[src/rtl/i2c_codec_target.sv]
// rtl/i2c_codec_target.sv - I2C target modelling the codec control port with a byte register file.
// Optional macro I2C_CODEC_TARGET_AUTOINC_EN: advance the register pointer after every data byte.
module i2c_codec_target #(
    parameter logic [6:0] DEV_ADDR   = 7'h34,
    parameter int         REG_ADDR_W = 5
) (
    input  logic                  clk,
    input  logic                  rst,
    input  logic                  scl_in,
    input  logic                  sda_in,
    output logic                  sda_oe,
    output logic                  wr_stb,
    output logic [REG_ADDR_W-1:0] wr_addr,
    output logic [7:0]            wr_data,
    input  logic [REG_ADDR_W-1:0] tap_addr,
    output logic [7:0]            tap_data,
    output logic                  busy
);

    localparam int NUM_REGS = 2 ** REG_ADDR_W;

    typedef enum logic [3:0] {
        IDLE, DEV, DEV_ACK, REG, REG_ACK, WDATA, WDATA_ACK, RDATA, RDATA_ACK, WAIT_STOP
    } state_t;

    state_t                state, state_n;
    logic [2:0]            bit_cnt, bit_cnt_n;
    logic [7:0]            shreg, shreg_n;
    logic [REG_ADDR_W-1:0] pointer, pointer_n, ptr_adv;
    logic                  phase, phase_n;
    logic                  sda_oe_n, busy_n, wr_stb_n;
    logic [REG_ADDR_W-1:0] wr_addr_n;
    logic [7:0]            wr_data_n;
    logic [7:0]            regs [NUM_REGS];
    logic [7:0]            rx_byte, rd_byte;

    logic scl_s1, scl_s, scl_d;
    logic sda_s1, sda_s, sda_d;
    logic scl_rise, scl_fall, start_ev, stop_ev;

    // Sync flops reset to the idle-bus level so leaving reset never fakes an event.
    always_ff @(posedge clk) begin
        if (rst) begin
            scl_s1 <= 1'b1; scl_s <= 1'b1; scl_d <= 1'b1;
            sda_s1 <= 1'b1; sda_s <= 1'b1; sda_d <= 1'b1;
        end else begin
            scl_s1 <= scl_in; scl_s <= scl_s1; scl_d <= scl_s;
            sda_s1 <= sda_in; sda_s <= sda_s1; sda_d <= sda_s;
        end
    end

    assign scl_rise = scl_s & ~scl_d;
    assign scl_fall = ~scl_s & scl_d;
    assign start_ev = scl_s & scl_d & sda_d & ~sda_s;
    assign stop_ev  = scl_s & scl_d & ~sda_d & sda_s;

`ifdef I2C_CODEC_TARGET_AUTOINC_EN
    assign ptr_adv = pointer + REG_ADDR_W'(1);
`else
    assign ptr_adv = pointer;
`endif

    assign rx_byte  = {shreg[6:0], sda_s};
    assign rd_byte  = regs[pointer];
    assign tap_data = regs[tap_addr];

    always_ff @(posedge clk) begin
        if (rst) begin
            state   <= IDLE;
            bit_cnt <= '0;
            shreg   <= '0;
            pointer <= '0;
            phase   <= 1'b0;
            sda_oe  <= 1'b0;
            busy    <= 1'b0;
            wr_stb  <= 1'b0;
            wr_addr <= '0;
            wr_data <= '0;
            for (int i = 0; i < NUM_REGS; i++) regs[i] <= '0;
        end else begin
            state   <= state_n;
            bit_cnt <= bit_cnt_n;
            shreg   <= shreg_n;
            pointer <= pointer_n;
            phase   <= phase_n;
            sda_oe  <= sda_oe_n;
            busy    <= busy_n;
            wr_stb  <= wr_stb_n;
            wr_addr <= wr_addr_n;
            wr_data <= wr_data_n;
            // Commit one clk after the strobe so a same-index tap sees the old value during it.
            if (wr_stb) regs[wr_addr] <= wr_data;
        end
    end

    always_comb begin
        state_n   = state;
        bit_cnt_n = bit_cnt;
        shreg_n   = shreg;
        pointer_n = pointer;
        phase_n   = phase;
        sda_oe_n  = sda_oe;
        busy_n    = busy;
        wr_stb_n  = 1'b0;
        wr_addr_n = wr_addr;
        wr_data_n = wr_data;

        if (stop_ev) begin
            state_n  = IDLE;
            sda_oe_n = 1'b0;
            busy_n   = 1'b0;
            phase_n  = 1'b0;
        end else if (start_ev) begin
            state_n   = DEV;
            bit_cnt_n = '0;
            sda_oe_n  = 1'b0;
            busy_n    = 1'b1;
            phase_n   = 1'b0;
        end else begin
            case (state)
                DEV, REG, WDATA: begin
                    if (scl_rise) begin
                        shreg_n   = rx_byte;
                        bit_cnt_n = bit_cnt + 3'd1;
                        if (bit_cnt == 3'd7) begin
                            phase_n = 1'b0;
                            if (state == DEV) begin
                                state_n = (rx_byte[7:1] == DEV_ADDR) ? DEV_ACK : WAIT_STOP;
                            end else if (state == REG) begin
                                pointer_n = rx_byte[REG_ADDR_W-1:0];
                                state_n   = REG_ACK;
                            end else begin
                                wr_stb_n  = 1'b1;
                                wr_addr_n = pointer;
                                wr_data_n = rx_byte;
                                pointer_n = ptr_adv;
                                state_n   = WDATA_ACK;
                            end
                        end
                    end
                end
                DEV_ACK, REG_ACK, WDATA_ACK: begin
                    // phase=0: waiting for the fall that starts the ACK; phase=1: ACK on the bus.
                    if (scl_fall) begin
                        if (!phase) begin
                            sda_oe_n = 1'b1;
                            phase_n  = 1'b1;
                        end else begin
                            sda_oe_n  = 1'b0;
                            phase_n   = 1'b0;
                            bit_cnt_n = '0;
                            if (state == DEV_ACK && shreg[0]) begin
                                state_n  = RDATA;
                                sda_oe_n = ~rd_byte[7];
                                shreg_n  = {rd_byte[6:0], 1'b0};
                            end else if (state == DEV_ACK) begin
                                state_n = REG;
                            end else begin
                                state_n = WDATA;
                            end
                        end
                    end
                end
                RDATA: begin
                    if (scl_rise) begin
                        bit_cnt_n = bit_cnt + 3'd1;
                        if (bit_cnt == 3'd7) begin
                            state_n = RDATA_ACK;
                            phase_n = 1'b0;
                        end
                    end else if (scl_fall) begin
                        sda_oe_n = ~shreg[7];
                        shreg_n  = {shreg[6:0], 1'b0};
                    end
                end
                RDATA_ACK: begin
                    // phase=1 once the master has ACKed; the next fall starts the following byte.
                    if (scl_fall) begin
                        if (phase) begin
                            state_n   = RDATA;
                            phase_n   = 1'b0;
                            bit_cnt_n = '0;
                            sda_oe_n  = ~rd_byte[7];
                            shreg_n   = {rd_byte[6:0], 1'b0};
                        end else begin
                            sda_oe_n = 1'b0;
                        end
                    end else if (scl_rise) begin
                        if (!sda_s) begin
                            phase_n   = 1'b1;
                            pointer_n = ptr_adv;
                        end else begin
                            state_n = WAIT_STOP;
                        end
                    end
                end
                default: begin
                end
            endcase
        end
    end

endmodule

[config.mk]
export PLATFORM = sky130hd
export DESIGN_NAME = i2c_codec_target
export DESIGN_NICKNAME = d
export VERILOG_FILES = /design/src/rtl/i2c_codec_target.sv
export SDC_FILE = /design/constraint.sdc
export NUM_CORES = 1
export LEC_CHECK = 0
export ABC_AREA = 1
export CAP_MARGIN = 10
export CELL_PAD_IN_SITES_DETAIL_PLACEMENT = 0
export CELL_PAD_IN_SITES_GLOBAL_PLACEMENT = 1
export CORE_ASPECT_RATIO = 0.8
export CORE_MARGIN = 4
export CORE_UTILIZATION = 44
export DETAILED_ROUTE_END_ITERATION = 8
export PLACE_DENSITY_LB_ADDON = 0.1
export SLEW_MARGIN = 15
export SYNTH_ARGS = -nofsm -noshare
export SYNTH_HDL_FRONTEND = slang
export SYNTH_SLANG_ARGS = --single-unit
[constraint.sdc]
create_clock -name clk -period 2.12 [get_ports clk]
set_input_delay 0.424 -clock clk [delete_from_list [all_inputs] [get_ports clk]]
set_output_delay 0.424 -clock clk [all_outputs]
set_load 0.01 [all_outputs]
[Word level (Yosys, flattened, before mapping)]
Memories as Yosys holds them, arrays and structs flattened. A register that Yosys moved wholly into a read port is not among the register bits.
Cells that the tools add are included.
Operators by class
  $add $sub $neg: 1
  equal/unequal tests: 39
  muxes and demuxes: 58
  bitwise gates (word level): 20
  reduce and logical (&&, ||, !) cells: 22
Operators by type and width (count)
  2-to-1 mux 8 bit: 9
  2-to-1 mux 4 bit: 12
  case mux 8 bit (4 select lines): 1
  inequality test 3 bit (second input constant): 10
  2-to-1 mux 1 bit: 22
  inequality test 2 bit (second input constant): 11
  AND reduction 10 bit: 2
  2-to-1 mux 3 bit: 6
  equality test 4 x 3 -> 1 bit (second input constant): 4
  case mux 4 bit (4 select lines): 1
  2-to-1 mux 5 bit: 3
  AND reduction 7 bit: 2
  inverter 1 bit: 13
  inequality test 4 bit (second input constant): 3
  AND reduction 11 bit: 1
  AND reduction 5 bit: 2
  inequality test 3 x 1 -> 1 bit (second input constant): 3
  nonzero test 3 bit: 3
  OR reduction 3 bit: 3
  equality test 4 x 2 -> 1 bit (second input constant): 2
  OR reduction 4 bit: 2
  OR reduction 8 bit: 1
  bitwise AND 1 bit: 7
  equality test 7 x 6 -> 1 bit (second input constant): 1
  other kinds (14): 16
Storage, ports and cells
  register bits: 43
  RAM bits: 256
  input bits: 9
  output and inout port bits: 24
  word-level logic and storage cells: 158
  memories: 1
Memories
  regs: depth 32, width 8, rd ports 2, clocked after Yosys merged registers in 1, write ports 32, line 34  | logic [7:0] regs [NUM_REGS];

[Depth between registers and ports, before layout]
Gate-level depths: netlist of run 1.
  depth in word-level cells: 7
  depth in mapped cells: 14
  depth with buffers taken out: 12

[Worst setup path after synthesis of run 1]
Ideal clock, no wire load.
  kind: input to output
  from: input port tap_addr[0]
  to: output port tap_data[1]
  arrival time: 1637 ps
  setup slack: 59 ps
  stages on the path: 10
  path buffers: 3
  cell sequence: buf_2 -> inv_1 -> buf_4 -> buf_2 -> nor2_1 -> o22ai_1 -> nor2_1 -> nor2_1 -> o21ai_0 -> a21oi_1
On the way
  cells in the longest elaborated chain, start to end: 1
RTL lines
  start: declaration: line 15  | input logic [REG_ADDR_W-1:0] tap_addr,
  memory (32 x 8 bit)
  end: declaration: line 16  | output logic [7:0] tap_data,
Every way passes these cells.

==> impl_results.md, run 1 <==
- Status: finished, violations left
- Failing checks: setup timing
- PwrDens: 781.0 mW/mm2
- Kind of critical path: flop to primary output
- Relative slew slack: 54.64%
- Core Area: 0.03592 mm2
- Final core utilization: 53.35%
- Vias after detailed routing: 14,570
- Final hold vios: 0
- Largest net degree at the start of global routing: 71
- NumNets Final: 1,997
- Starting Density: 44.55%
- Final TNS setup: -2.526 ns
- Post-synth top area share: 48.05%
- VDD IR max: 0.6507 mV
- Post-route DRC violation count: 0
- Fin. max-slew vios: 0
- Routed WL per cell: 23.68 um
- Dominant synthesized flop cell: edfxtp_1
- I/O Pins: 33
- Worst setup startpoint: regs[31][0]
- Arrival time worst endpoint: 2.08 ns
- RSZ-0062 raised after global routing: yes
- Yosys reg bits: 304
- DRT Wirelength: 58.93 mm
- Syn avg cell area: 8.538 um2
- Die area: 0.03950 mm2
- TritonCTS Sinks: 304
- Maximum buffer depth of the clock tree: 3
- Final antenna-violating net count: 0
- Layout cells sized above 1: 17.68%
- Ys Warns: 0
- Setup violators final: 8
- Final period utilization: 117.9%
- Max-cap violations: 0
- N_diodes: 0
- Library cells used by synthesis: 37
- Worst setup endpoint: tap_data[0]
- Gate Count Post-Synth: 1,874
- Root Buffer: clkbuf_16
- Slew @ Worst Pin: 0.6804 ns
- Fmax: 400.1 MHz
- H-tree lvl count: 1
- Vias in the first global route: 13,290
- Placed insts: 2,429
- Cell leakage power: 6.781 nW
- Initial antenna violation count: 0
- Hold Crit Class: input port to flop
- FF-to-FF End: shreg[5]
- Vias per inst: 5.857
- Synth Cell Area: 0.01600 mm2
- Placed cell areas: 0.01795 mm2
- Cts bufs inserted: 31
- HPWL Detailed: 40.21 mm
- Final worst path period need: 2.500 ns
- Worst Setup Start Kind: flop
- Gr ovfl total: 0
- R2R setup slack: 0.07 ns
- Global-route wire length before repair: 86.65 mm
- Top cells by area, synth: edfxtp_1, nor2_1, o21ai_0
- FFs w/ async S/R, synth: 0%
- Initial DRC Count: 1,759
- Initial DRT Pass Iterations: 5
- Count leader, synth: nor2_1
- Crit Path Max Fanout: 2
- CTS tree: built
- Setup WS post-layout: -0.3796 ns
- Post-synth EDFFs: 256
- Syn-to-layout area delta: 19.75%
- Clock transition at path regs: 0.06 ns
- Synth Net Count: 1,888
- Post-route non-filler standard cell count: 2,488
- Critical Path RT: 1.70 ns
- Post-synth top area cell: edfxtp_1
- Chip Width: 221.2 um
- Total track usage: 29.20%
- Synth top cells by count: nor2_1, o21ai_0, edfxtp_1
- Hold Buf Count CTS: 0
- Cell Rows: 62
- Die Y: 178.6 um
- Placer Congestion: 0.9287
- Register-to-Register Path Depth: 9
- Seq/Total Area, Yosys: 54.05%
- Buffers on Ports: 32
- Hold WS: 0.4026 ns
- Clock Skews: 0.01609 ns
- Cell area after layout: 0.01916 mm2
- Setup crit end kind: primary output
- Worst-Skew Late Latency: 0.60 ns
-- through the flow --
stage / total power [W] / setup WS [ns]
2_1_floorplan: 0.008674 / 0.05896
4_1_cts: 0.01499 / -0.3903
6_report: 0.01496 / -0.3796
3_3_place_gp: 0.009443 / -0.8499
3_5_place_dp: 0.009454 / -0.8079
5_1_grt: 0.01556 / -0.4741
-- worst min path at each step --
stage | startpoint | to | slack [ns] | cells after the start
2_1_floorplan | scl_s1 | scl_s | 0.39 | 1
3_3_place_gp | sda_s1 | sda_s | 0.42 | 1
3_5_place_dp | sda_s1 | sda_s | 0.42 | 1
4_1_cts | scl_in | scl_s1 | 0.37 | 2
5_1_grt | scl_in | scl_s1 | 0.41 | 2
6_report | scl_in | scl_s1 | 0.40 | 2
-- metal layers --
metal,global-route usage [%],vias up,share of wire [%]
met1,44.48,6983,46
met3,7.058,82,10
li1,-,6733,-
met4,7.122,0,2.5
met2,41.93,774,41
met5,0,-,0
-- state kept, by name, indices dropped and copies added, names as in the netlist, named ones only --
| name | count |
|---|---|
| bit_cnt | 3 |
| sda_s1 | 1 |
| regs | 256 |
| sda_oe | 1 |
| state | 4 |
| wr_stb | 1 |
| phase | 1 |
| wr_data | 8 |
| scl_d | 1 |
| pointer | 5 |
| wr_addr | 5 |
| busy | 1 |
| sda_s | 1 |
| scl_s1 | 1 |
| shreg | 8 |
| sda_d | 1 |
| scl_s | 1 |
-- kinds of logic after synthesis --
kind of cell / Yosys count / synth area share (%)
and+or+nand+nor: 898 / 23.42
AOI/OAI and AO/OA: 463 / 16.59
DFF: 304 / 54.05
buffers and inverters: 204 / 5.552
adders and majority gates: 5 / 0.3910
-- placed cells by master (no fill, tap or decap), types with 6 or more instances in the layout --
master,netlist,final
a21oi_1,84,69
a21oi_2,0,15
a31oi_1,10,10
buf_12,0,25
buf_2,41,10
buf_4,9,153
clkbuf_1,82,10
clkbuf_16,0,32
clkdlybuf4s50_1,0,20
clkinv_1,3,6
dfxtp_1,48,42
edfxtp_1,256,256
inv_1,54,51
inv_2,9,10
nand2_1,186,184
nand2_2,33,35
nand3_1,107,106
nor2_1,538,531
nor2_2,2,9
nor3_1,13,13
nor3_4,5,6
o211ai_1,38,38
o21ai_0,259,226
o21ai_1,1,27
o21ai_2,0,7
o221ai_1,48,38
o221ai_2,0,10
o22ai_1,14,11
o31ai_1,7,7
-- worst max-delay path, stage by stage, from the launching register on --
cell      delay [ns]
edfxtp_1        0.45
nor2_1          0.13
nor2_1          0.06
a21oi_2         0.21
a21oi_2         0.08
o21ai_1         0.10
nand2_1         0.11
nor2_2          0.11
a21oi_2         0.06
buf_2           0.15
-- power breakdown --
| group | switching (W) | internal [W] | leakage (nW) |
|---|---|---|---|
| registers | 0.000287 | 0.00682 | 2.86 |
| clock network | 0.00237 | 0.00316 | 0.481 |
| logic | 0.00152 | 0.000805 | 3.44 |
-- area by class of cell --
cell class,count,area (um2)
clock inverter,14,155.1
fill,3350,16760
sequential,304,8658
timing repair buffer,213,1971
tap,480,600.6
inverter,67,260.3
multi-input combinational,1366,6661
clock buffer,44,854.6
-- repair_timing --
action / in CTS / in global routing
hold endpoints to repair: 0 / 0
resized for setup: 93 / 29
buffers inserted: 1 / 0
pin swaps: 35 / 25
endpoints found under the setup margin: 10 / 18
cloned: 0 / 1
Power figures use the tool's default switching activity.
==> run 2: changes to the inputs <==
--- a/config.mk
+++ b/config.mk
@@ -6,6 +6,7 @@
 export NUM_CORES = 1
 export LEC_CHECK = 0
 export ABC_AREA = 1
+export ABC_CLOCK_PERIOD_IN_PS = 2120
 export CAP_MARGIN = 10
 export CELL_PAD_IN_SITES_DETAIL_PLACEMENT = 0
 export CELL_PAD_IN_SITES_GLOBAL_PLACEMENT = 1
==> results of run 2 <==
Same layout as run 1: the final DEF is identical, and so are final timing and power.
==> run 3: changes to the inputs <==
==> constraint.sdc (replaced) <==
create_clock -name clk -period 2.12 [get_ports clk]
set_input_delay 0.636 -clock clk [delete_from_list [all_inputs] [get_ports clk]]
set_output_delay 0.636 -clock clk [all_outputs]
set_load 0.01 [all_outputs]
==> run 3 against run 2 <==
  * The run still ends with setup timing left
  * Critical path depth grew 3
  * Largest cell class unchanged
  * Register-to-register slack better by 0.04 ns
  * Via count rose by 2.9%
==> impl_results.md, run 3 (same netlist as run 1, synthesis figures left out) <==
- Status: finished, violations left
- Failing checks: setup timing
- WL met1: 26.91 mm (about the same)
- Top flop regs: regs x256, shreg x8, wr_data x8
- H-tree lvl count: 2 (+1)
- Vias in the first global route: 13,900 (+4.6%)
- Worst-Skew Late Latency: 0.54 ns (-0.06 ns)
- Root Buffer: clkbuf_16
- CP max stage delay: 0.22 ns (-0.23 ns)
- CTS tree: built
- DRT Wirelength: 61.45 mm (+4.3%)
- NumNets Final: 2,048 (+2.6%)
- Cts bufs inserted: 35 (+13%)
- Placer Congestion: 0.9806 (+5.6%)
- Crit path max-delay family: buffers and inverters
- Hold Buf Count CTS: 0 (unchanged)
- Routed wl met2: 24.81 mm (+1.6%)
- Final hold vios: 0 (unchanged)
- Starting Density: 44.55% (unchanged)
- VDD IR max: 0.6136 mV (-5.7%)
- Clock transition at path regs: 0.06 ns (about the same)
- Critical Path RT: 1.48 ns (-0.22 ns)
- Setup WS post-layout: -0.6292 ns (-0.2496 ns)
- Buffers on Ports: 32 (unchanged)
- Initial DRT Pass Iterations: 5 (unchanged)
- Placed cell areas: 0.01821 mm2 (+1.4%)
- Core Area: 0.03592 mm2 (unchanged)
- Routed WL per cell: 24.19 um (+2.1%)
- Initial antenna violation count: 0 (unchanged)
- TritonCTS Sinks: 304 (unchanged)
- RSZ-0062 raised after global routing: yes
- Power Total: 0.01644 W (+9.8%)
- Die Y: 178.6 um (unchanged)
- Most flops, register: regs
- Final period utilization: 129.7% (+12 points)
- N_diodes: 0 (unchanged)
- Die area: 0.03950 mm2 (unchanged)
- Crit Path Max Fanout: 8 (+6)
- Max reg flops: 256 (unchanged)
- Fill cells: 3,202 (-4.4%)
- Global-route wire length before repair: 89.70 mm (+3.5%)
- Final antenna-violating net count: 0 (unchanged)
- Max-cap violations: 0 (unchanged)
- Wire length on met3: 7.737 mm (+27%)
- Fmax: 363.7 MHz (-9.1%)
- Maximum buffer depth of the clock tree: 3 (unchanged)
- I/O Pins: 33 (unchanged)
- Fin. max-slew vios: 0 (unchanged)
- Worst Setup Start Kind: input port
- Relative slew slack: 56.60% (+2.0 points)
- Setup violators final: 8 (unchanged)
- Most common cell after layout, fill and taps aside: nor2_1
- Arrival time worst endpoint: 2.11 ns (+0.03 ns)
- Slew @ Worst Pin: 0.6510 ns (-0.02935 ns)
- Clock Skews: 0.008787 ns (-0.007308 ns)
- Post-route DRC violation count: 0 (unchanged)
- Final TNS setup: -4.667 ns (-2.141 ns)
- Hold Crit Class: flop to flop
- HPWL Detailed: 39.53 mm (-1.7%)
- Hold WS: 0.4084 ns (+0.005746 ns)
- Most frequent CP cell: a21oi_2
- Total track usage: 30.35% (+1.1 points)
- Cell leakage power: 7.383 nW (+8.9%)
- Gr ovfl total: 0 (unchanged)
- Placed insts: 2,446 (+0.70%)
- Bufs and invs on worst path: 5 (+4)
- Vias per inst: 5.903 (+0.78%)
- Crit path cell chain: buf_16 -> buf_12 -> clkinv_8 -> buf_6 -> a21oi_2 -> o21ai_1 -> o211ai_1 -> nand3_1 -> nand2_1 -> nor2_2 -> a21oi_2 -> buf_2
- Largest net degree at the start of global routing: 61 (-14%)
- Initial DRC Count: 2,228 (+27%)
- Layout cells sized above 1: 22.33% (+4.7 points)
- Commonest non-fill, non-tap cells in the layout: nor2_1, edfxtp_1, o21ai_0, buf_4, nand2_1
- Syn-to-layout area delta: 27.26%
- Setup crit end kind: primary output
- Slowest cell on the critical path: a21oi_2
- Post-route non-filler standard cell count: 2,540 (+2.1%)
- Kind of critical path: input port to primary output
- Cell area after layout: 0.02036 mm2 (+6.3%)
- Uppermost layer routed: met4
- Final worst path period need: 2.749 ns (+0.2496 ns)
- Cell Rows: 62 (unchanged)
- PwrDens: 807.2 mW/mm2 (+3.4%)
- R2R setup slack: 0.11 ns (+0.04 ns)
- Vias after detailed routing: 14,990 (+2.9%)
- Chip Width: 221.2 um (unchanged)
==> run 3: cell count changes in the layout (fill, tap and decap cells not counted), moves of 5 or more <==
cell | previous run | this run
clkdlybuf4s50_1 | 20 | 6
bufinv_16 | 3 | 9
buf_8 | 0 | 6
buf_4 | 153 | 172
clkbuf_16 | 32 | 38
buf_2 | 10 | 5
buf_6 | 3 | 13
buf_16 | 0 | 7
dlygate4sd2_1 | 0 | 13
clkbuf_1 | 10 | 5
nand2_2 | 35 | 69
nand2_1 | 184 | 150
o21ai_0 | 226 | 214
==> run 3: worst paths after layout <==
kind	startpoint	to	cells past startpoint
worst min-delay path	sda_s1	sda_s	1
worst max register to register	flop	shreg[3]	8
worst min register to register	sda_s1	sda_s	1
worst max-delay path	tap_addr[0]	tap_data[5]	12
==> run 3: routing by layer <==
layer | up-vias | global-route usage, %
met4 | 0 | 9.176
met3 | 127 | 8.835
met1 | 7114 | 44.67
met2 | 921 | 43.41
li1 | 6831 | -
met5 | - | 0
==> run 3: stage by stage <==
step,utilization (%),worst slack [ns]
floorplan,-,-0.1204
global placement,50.69,-1.243
detailed placement,50.69,-1.281
CTS,55.77,-0.5856
global route,56.69,-0.6518
finish,56.69,-0.6292
==> run 3: report_power, final <==
group | internal, W | switching [W]
Sequential | 0.00682 | 0.000300
Combinational | 0.000975 | 0.00162
Clock | 0.00415 | 0.00257
Total | 0.0119 | 0.00449
==> run 3: worst reg2reg max path: stages, from the launching register on <==
cell and delay [ns]:
dfxtp_4 0.41, clkinv_2 0.14, buf_12 0.21, o21ai_0 0.33
o211ai_1 0.24, nand3_1 0.18, nand3_1 0.15, nand3_1 0.16
a21oi_1 0.08
==> run 3: area by class of cell <==
| class | instances | area, um2 | area share [%] |
|---|---|---|---|
| Clock inverter | 23 | 359.1 | 1.764 |
| Sequential cell | 304 | 8660 | 42.53 |
| Multi-Input combinational cell | 1366 | 6873 | 33.75 |
| Tap cell | 480 | 600.6 | 2.949 |
| Timing Repair inverter | 2 | 27.53 | 0.1352 |
| Timing Repair Buffer | 258 | 2650 | 13.01 |
| Inverter | 67 | 297.8 | 1.462 |
| Clock buffer | 40 | 894.6 | 4.394 |
==> run 3: timing repair <==
item | CTS | global route
setup endpoints to repair | 20 | 11
pin swaps | 24 | 41
buffers inserted | 14 | 7
resized for setup | 140 | 66
gates cloned | 8 | 4
